File: src/rtl/time_set_ctrl_if.sv
// time_set_ctrl_if: button, running-time and set-side signals of the
// time-setting controller. btn_dec exists only when TIME_SET_DEC_EN is defined.
// master = the controller, slave = the surrounding debouncers/time counter.
interface time_set_ctrl_if;
    logic       clk_1hz_tick;
    logic       btn_mode;
    logic       btn_inc;
`ifdef TIME_SET_DEC_EN
    logic       btn_dec;
`endif
    logic [7:0] cur_hh;
    logic [7:0] cur_mm;
    logic [7:0] cur_ss;
    logic       set_en;
    logic       set_load;
    logic [7:0] set_hh;
    logic [7:0] set_mm;
    logic [7:0] set_ss;
    logic [1:0] edit_field;

    modport master (
`ifdef TIME_SET_DEC_EN
        input  btn_dec,
`endif
        input  clk_1hz_tick, btn_mode, btn_inc, cur_hh, cur_mm, cur_ss,
        output set_en, set_load, set_hh, set_mm, set_ss, edit_field
    );

    modport slave (
`ifdef TIME_SET_DEC_EN
        output btn_dec,
`endif
        output clk_1hz_tick, btn_mode, btn_inc, cur_hh, cur_mm, cur_ss,
        input  set_en, set_load, set_hh, set_mm, set_ss, edit_field
    );
endinterface

File: src/rtl/time_set_ctrl.sv
// time_set_ctrl: captures the running BCD time, lets the user step through
// hours/minutes/seconds with button pulses and writes the edited time back
// with a one-cycle set_load strobe. An idle edit is abandoned after TIMEOUT_S
// seconds without an accepted button (0 disables the timeout).
// Optional feature macro: TIME_SET_DEC_EN adds btn_dec and decrement logic.
module time_set_ctrl #(
    parameter int TIMEOUT_S = 30
) (
    input  logic             clk,
    input  logic             rst_n,
    time_set_ctrl_if.master  bus
);

    localparam int TW_RAW = $clog2(TIMEOUT_S + 1);
    localparam int TW     = (TW_RAW < 1) ? 1 : TW_RAW;
    localparam bit TO_EN  = (TIMEOUT_S != 0);
    // Count value at which the next 1 Hz tick expires the edit.
    localparam logic [TW-1:0] TO_LAST = TW'((TIMEOUT_S == 0) ? 0 : TIMEOUT_S - 1);

    localparam logic [7:0] HH_MAX = 8'h23;
    localparam logic [7:0] MS_MAX = 8'h59;

    typedef enum logic [2:0] {
        IDLE    = 3'd0,
        EDIT_HH = 3'd1,
        EDIT_MM = 3'd2,
        EDIT_SS = 3'd3,
        LOAD    = 3'd4
    } state_t;

    state_t        state;
    logic [TW-1:0] to_cnt;
    logic          in_edit;
    logic          step_up;
`ifdef TIME_SET_DEC_EN
    logic          step_dn;
`endif
    logic          edit_step;
    logic          expire;

    // BCD +1 with wrap at max; anything malformed or out of range snaps to 00.
    // Valid BCD orders the same as its hex value, so a plain compare works.
    function automatic logic [7:0] bcd_inc(input logic [7:0] v, input logic [7:0] max);
        logic [3:0] t;
        logic [3:0] u;
        t = v[7:4];
        u = v[3:0];
        if (t > 4'd9 || u > 4'd9 || v >= max) begin
            return 8'h00;
        end
        if (u == 4'd9) begin
            return {t + 4'd1, 4'd0};
        end
        return {t, u + 4'd1};
    endfunction

`ifdef TIME_SET_DEC_EN
    // BCD -1 with wrap from 00 to max; malformed or out-of-range snaps to 00.
    function automatic logic [7:0] bcd_dec(input logic [7:0] v, input logic [7:0] max);
        logic [3:0] t;
        logic [3:0] u;
        t = v[7:4];
        u = v[3:0];
        if (t > 4'd9 || u > 4'd9 || v > max) begin
            return 8'h00;
        end
        if (v == 8'h00) begin
            return max;
        end
        if (u == 4'd0) begin
            return {t - 4'd1, 4'd9};
        end
        return {t, u - 4'd1};
    endfunction
`endif

    // Decode accepted field steps and the expiring timeout tick.
    always_comb begin
        in_edit = (state == EDIT_HH) || (state == EDIT_MM) || (state == EDIT_SS);
`ifdef TIME_SET_DEC_EN
        // Simultaneous inc and dec cancel each other.
        step_up   = bus.btn_inc & ~bus.btn_dec;
        step_dn   = bus.btn_dec & ~bus.btn_inc;
        edit_step = step_up | step_dn;
`else
        step_up   = bus.btn_inc;
        edit_step = step_up;
`endif
        expire = TO_EN && in_edit && bus.clk_1hz_tick && (to_cnt == TO_LAST);
    end

    // Edit FSM with registered outputs, field registers and timeout counter.
    always_ff @(posedge clk or negedge rst_n) begin
        if (!rst_n) begin
            state          <= IDLE;
            to_cnt         <= '0;
            bus.set_en     <= 1'b0;
            bus.set_load   <= 1'b0;
            bus.edit_field <= 2'd0;
            bus.set_hh     <= 8'h00;
            bus.set_mm     <= 8'h00;
            bus.set_ss     <= 8'h00;
        end else begin
            case (state)
                IDLE: begin
                    // A same-cycle 1 Hz tick is lost: the commit restores this capture.
                    if (bus.btn_mode) begin
                        state          <= EDIT_HH;
                        to_cnt         <= '0;
                        bus.set_en     <= 1'b1;
                        bus.edit_field <= 2'd1;
                        bus.set_hh     <= bus.cur_hh;
                        bus.set_mm     <= bus.cur_mm;
                        bus.set_ss     <= bus.cur_ss;
                    end
                end

                EDIT_HH, EDIT_MM, EDIT_SS: begin
                    if (bus.btn_mode) begin
                        // Mode outranks inc/dec in the same cycle.
                        to_cnt <= '0;
                        case (state)
                            EDIT_HH: begin
                                state          <= EDIT_MM;
                                bus.edit_field <= 2'd2;
                            end
                            EDIT_MM: begin
                                state          <= EDIT_SS;
                                bus.edit_field <= 2'd3;
                            end
                            default: begin
                                state          <= LOAD;
                                bus.edit_field <= 2'd0;
                                bus.set_load   <= 1'b1;
                            end
                        endcase
                    end else if (edit_step) begin
                        // A button beats an expiring tick in the same cycle.
                        to_cnt <= '0;
                        case (state)
                            EDIT_HH: begin
`ifdef TIME_SET_DEC_EN
                                bus.set_hh <= step_up ? bcd_inc(bus.set_hh, HH_MAX)
                                                      : bcd_dec(bus.set_hh, HH_MAX);
`else
                                bus.set_hh <= bcd_inc(bus.set_hh, HH_MAX);
`endif
                            end
                            EDIT_MM: begin
`ifdef TIME_SET_DEC_EN
                                bus.set_mm <= step_up ? bcd_inc(bus.set_mm, MS_MAX)
                                                      : bcd_dec(bus.set_mm, MS_MAX);
`else
                                bus.set_mm <= bcd_inc(bus.set_mm, MS_MAX);
`endif
                            end
                            default: begin
`ifdef TIME_SET_DEC_EN
                                bus.set_ss <= step_up ? bcd_inc(bus.set_ss, MS_MAX)
                                                      : bcd_dec(bus.set_ss, MS_MAX);
`else
                                bus.set_ss <= bcd_inc(bus.set_ss, MS_MAX);
`endif
                            end
                        endcase
                    end else if (expire) begin
                        // Abandon the edit without loading; the counter resumes.
                        state          <= IDLE;
                        to_cnt         <= '0;
                        bus.set_en     <= 1'b0;
                        bus.edit_field <= 2'd0;
                    end else if (TO_EN && bus.clk_1hz_tick) begin
                        to_cnt <= to_cnt + 1'b1;
                    end
                end

                LOAD: begin
                    state        <= IDLE;
                    bus.set_en   <= 1'b0;
                    bus.set_load <= 1'b0;
                end

                default: begin
                    state          <= IDLE;
                    to_cnt         <= '0;
                    bus.set_en     <= 1'b0;
                    bus.set_load   <= 1'b0;
                    bus.edit_field <= 2'd0;
                end
            endcase
        end
    end

endmodule

File: src/flat_wrapper.sv
// flat-port wrapper written by rule: the top's interface ports become plain ports
module time_set_ctrl_flat 
#(
    parameter int TIMEOUT_S = 30
)
  (clk, rst_n, bus_clk_1hz_tick, bus_btn_mode, bus_btn_inc, bus_cur_hh, bus_cur_mm, bus_cur_ss, bus_set_en, bus_set_load, bus_set_hh, bus_set_mm, bus_set_ss, bus_edit_field);
  time_set_ctrl_if bus_i ();
  input  logic clk;
  input  logic rst_n;
  input wire logic [$bits(bus_i.clk_1hz_tick)-1:0] bus_clk_1hz_tick;
  input wire logic [$bits(bus_i.btn_mode)-1:0] bus_btn_mode;
  input wire logic [$bits(bus_i.btn_inc)-1:0] bus_btn_inc;
  input wire logic [$bits(bus_i.cur_hh)-1:0] bus_cur_hh;
  input wire logic [$bits(bus_i.cur_mm)-1:0] bus_cur_mm;
  input wire logic [$bits(bus_i.cur_ss)-1:0] bus_cur_ss;
  output wire logic [$bits(bus_i.set_en)-1:0] bus_set_en;
  output wire logic [$bits(bus_i.set_load)-1:0] bus_set_load;
  output wire logic [$bits(bus_i.set_hh)-1:0] bus_set_hh;
  output wire logic [$bits(bus_i.set_mm)-1:0] bus_set_mm;
  output wire logic [$bits(bus_i.set_ss)-1:0] bus_set_ss;
  output wire logic [$bits(bus_i.edit_field)-1:0] bus_edit_field;
  assign bus_i.clk_1hz_tick = bus_clk_1hz_tick;
  assign bus_i.btn_mode = bus_btn_mode;
  assign bus_i.btn_inc = bus_btn_inc;
  assign bus_i.cur_hh = bus_cur_hh;
  assign bus_i.cur_mm = bus_cur_mm;
  assign bus_i.cur_ss = bus_cur_ss;
  assign bus_set_en = bus_i.set_en;
  assign bus_set_load = bus_i.set_load;
  assign bus_set_hh = bus_i.set_hh;
  assign bus_set_mm = bus_i.set_mm;
  assign bus_set_ss = bus_i.set_ss;
  assign bus_edit_field = bus_i.edit_field;
  time_set_ctrl #(.TIMEOUT_S(TIMEOUT_S)) u_core (.clk(clk), .rst_n(rst_n), .bus(bus_i));
endmodule
File: config.mk
export PLATFORM = sky130hd
export DESIGN_NAME = time_set_ctrl_flat
export DESIGN_NICKNAME = d
export VERILOG_FILES = /design/src/rtl/time_set_ctrl_if.sv /design/src/rtl/time_set_ctrl.sv /design/src/flat_wrapper.sv
export SDC_FILE = /design/constraint.sdc
export NUM_CORES = 1
export LEC_CHECK = 0
export BUFFER_PORTS_ARGS = -buffer_cell sky130_fd_sc_hd__buf_2
export CORE_AREA = 2 2 68 70
export CTS_CLUSTER_DIAMETER = 30
export CTS_CLUSTER_SIZE = 24
export DETAILED_ROUTE_END_ITERATION = 7
export DIE_AREA = 0 0 70 72
export PLACE_DENSITY = 0.81
export SYNTH_ARGS = -nofsm -noshare
export SYNTH_HDL_FRONTEND = slang
export SYNTH_SLANG_ARGS = --single-unit
File: constraint.sdc
create_clock -name clk -period 5.7 [get_ports clk]
set_input_delay 0 -clock clk [delete_from_list [all_inputs] [get_ports clk]]
set_output_delay 0 -clock clk [all_outputs]
set_load 0.01 [all_outputs]
==> summary.json <==
{
  "die_area_um2": 5040,
  "placement_rows": 24,
  "most_frequent_standard_cell_in_the_layout_excluding_fill_and_tap_cells": "buf_2",
  "power.clock.fraction": 0.133,
  "synthSimpleGateAreaFrac": 0.190,
  "gp_congestion": 0.830,
  "drc": 0,
  "synthXorXnorAreaFrac": 0,
  "layout-drive-gt1-share": 0.219,
  "synth_top_family_by_area": "compound AO/OA/AOI/OAI gates",
  "synth.area.mux_share": 0.0135,
  "cts_buffer_depth": 2,
  "share_seq_of_total_power": 0.366,
  "start_util": 0.544,
  "maxCapViolCount": 0,
  "detail_route.first_pass.iterations": 4,
  "postSynthAreaPerCell_um2": 9.03,
  "worst-endpoint-arrival_ns": 2.45,
  "tns_ns": 0,
  "cp_num_buf_inv": 0,
  "cellPowerDensity_nw_per_um2": 515,
  "timing.final.ws_setup_ns": 3.43,
  "switching_power_uw": 653,
  "startpoint_type": "register",
  "grt_max_degree": 37,
  "final_net_count": 354,
  "cell_accounting_for_the_most_synthesized_area": "dfrtp_1",
  "netlist-cell-type-count": 54,
  "vdd_drop_max_v": 0.000275,
  "synthAdderAreaFrac": 0.0593,
  "asyncSetResetFlopFracSynth": 1.00,
  "number_of_buffers_added_by_the_clock_tree_synthesis_step": 5,
  "antenna-diode-count": 0,
  "sequential_area_share_after_synthesis": 0.388,
  "report.final.slew_viol_count": 0,
  "area_growth_syn_to_layout_pct": 19.0,
  "synth.cell_area_um2": 2320,
  "ys_top_cells_by_area": "dfrtp_1 39%, ha_1 5.9%, o21ai_0 3.9%, a21oi_1 3.5%, nand2_1 3.4%",
  "path_cells": "o21bai_4 > a211oi_2 > a21oi_1 > mux2_2",
  "half_perimeter_wire_length_after_placement_um": 3750,
  "clock-root-buffer": "clkbuf_8",
  "switching_fraction": 0.459,
  "syn-instance-count": 257,
  "floorplan.die.height_um": 72,
  "timing.critical_path.to_type": "register",
  "report.final.hold_viol_count": 0,
  "grt.overflow.total": 0,
  "power_leakage_nw": 1.29,
  "initialDrtViolationCount": 161,
  "yosys.area.top_type_share": 0.388,
  "worst_clock_skew_ns": 0.00503,
  "cell_internal_pwr_uw": 769,
  "hold_path.startpoint": "bus_cur_mm[2]",
  "rsz0062_at_grt": "no",
  "clkSinkCount": 36,
  "placeableCoreArea_um2": 4260,
  "synth-compound-area-share": 0.289,
  "global_route.usage.total": 0.222,
  "h-tree-depth": 2,
  "drt-wirelength-per-cell_um": 14.6,
  "crit_path_max_fanout": 36,
  "antenna_found_initial": 0,
  "worstSetupStartpoint": "u_core.state[1]",
  "buffers_inserted_by_post_cts_timing_repair": 0,
  "die_width_um": 70,
  "pre_cts_ws_ns": 3.45,
  "ioPinCount": 57,
  "synth-edff-count": 0,
  "regToRegStartpoint": "u_core.state[1]",
  "timing.final.setup_violations": 0,
  "setup.worst_path.class": "reg2reg",
  "layout_common_cells": "56 x buf_2, 36 x dfrtp_1, 21 x nand2_1",
  "synth-warning-count": 0,
  "run_status": "finished, final reports clean",
  "path_delay_family": "compound AO/OA/AOI/OAI gates",
  "clock_latency_on_the_worst_skew_pair_ns": 0.29,
  "route.final.wire_length_um": 5370,
  "pwr-share-comb": 0.500,
  "crit_path_max_incr_delay_ns": 0.71,
  "grt_pass1_wl_um": 9220,
  "final_period_minus_worst_setup_slack_ns": 2.27,
  "synth_ff_type": "dfrtp_1",
  "tritoncts": "done",
  "timing.critical_path.required_ns": 5.87,
  "via_count_of_the_first_global_routing_pass": 2104,
  "worst_pin_slew_ns": 0.867,
  "worst_setup_hold_path_clk_slew_ns": 0.07,
  "syn_nets": 297,
  "critical-path-slowest-cell": "o21bai_4",
  "timing.hold.worst.class": "in2reg",
  "avgViaCountPerCell": 5.91,
  "maxSlewHeadroom": 0.417,
  "routed-via-count": 2168,
  "clock.fmax_ghz": 0.440,
  "io_buffer_count": 56,
  "ant_nets": 0,
  "finalCritPeriodShare": 0.399,
  "yosys_register_bits": 36
}
registers in the layout (all words and copies together) (netlist names):
register               count
u_core.bus.edit_field      2
u_core.to_cnt              5
u_core.state               3
u_core.bus.set_hh          8
u_core.bus.set_load        1
u_core.bus.set_ss          8
u_core.bus.set_mm          8
u_core.bus.set_en          1
power groups by stage:
stage | sequential (mW) | combinational (mW) | clock, mW
after floorplan | 0.514 | 0.511 | 0
after global placement | 0.519 | 0.687 | 0
after detailed placement | 0.523 | 0.707 | 0
after CTS | 0.518 | 0.715 | 0.194
after global routing | 0.543 | 0.802 | 0.204
final | 0.521 | 0.712 | 0.190
cell usage after synthesis (2+ instances only):
| master | number |
|---|---|
| a22o_1 | 4 |
| o31ai_1 | 4 |
| nor2_1 | 12 |
| buf_6 | 2 |
| nor2b_1 | 5 |
| nand3b_1 | 2 |
| ha_1 | 11 |
| a211o_1 | 3 |
| a211oi_1 | 5 |
| a21oi_1 | 16 |
| mux2i_1 | 2 |
| dfrtp_1 | 36 |
| nand3_1 | 5 |
| nand4b_1 | 2 |
| a32oi_1 | 6 |
| nand2_1 | 21 |
| a2bb2oi_1 | 3 |
| o22ai_1 | 4 |
| nor4bb_1 | 2 |
| a221o_1 | 2 |
| o31a_1 | 2 |
| o21ai_0 | 18 |
| and3_1 | 3 |
| nor3_1 | 6 |
| a31oi_1 | 7 |
| a32o_1 | 2 |
| a21o_1 | 3 |
| o21a_1 | 3 |
| clkbuf_1 | 10 |
| nor4_1 | 4 |
| and2_1 | 6 |
| inv_1 | 20 |
| nand2b_1 | 4 |
| o311ai_0 | 2 |
final cells by class:
cell class	count	area [µm²]
clock buffers	8	90.1
fillers	373	1500
inverters	20	75.1
multi-input cells	188	1280
flip-flops and latches	36	901
well taps	52	65.1
repair buffers	63	350
cell families after synthesis:
group	after synthesis
compound gates	94
fa+ha+maj	11
buf+inv	33
flops	36
mux	3
simple gates	80
tightest hold or removal path: cells and delay by family:
family,cells,cell delay [ns]
buffers and inverters,1,0.08
AO/OA/AOI/OAI,2,0.17
per-layer routing:
metal  global-route usage  vias up  part of all wire
met5                    0        -                 0
met4               0.0769        0             0.013
met3               0.0458        7             0.050
met2                0.372       69              0.47
met1                0.288     1020              0.46
li1                     -     1072                 -
path summary, 6_finish.rpt:
path                                        endpoint  slack [ns]  cells past startpoint
worst max-delay path            u_core.bus.set_mm[4]        3.43                      4
worst min-delay path            u_core.bus.set_mm[2]       0.009                      3
worst max register to register  u_core.bus.set_mm[4]        3.43                      4
worst min register to register   u_core.bus.set_load        0.50                      2
max in group asynchronous       u_core.bus.set_ss[1]        4.86                      2
min in group asynchronous          u_core.bus.set_en        0.33                      2
repair_timing:
action	4_1_cts	5_1_grt
hold endpoints to repair	42	0
gates resized for setup	0	0
hold buffers	7	0
per-stage QoR:
| stage | util | instances | total power, mW | instance area [µm²] | hold WS (ns) |
|---|---|---|---|---|---|
| after global routing | 0.647 | 367 | 1.55 | 2760 | 0.0158 |
| after CTS | 0.647 | 367 | 1.43 | 2760 | 0.00407 |
| final | 0.647 | 367 | 1.42 | 2760 | 0.00913 |
| after floorplan | - | 257 | 1.03 | 2320 | -0.296 |
| after global placement | 0.610 | 352 | 1.21 | 2600 | 0.135 |
| after detailed placement | 0.610 | 352 | 1.23 | 2600 | 0.136 |
(Power assumes the default switching activity.)
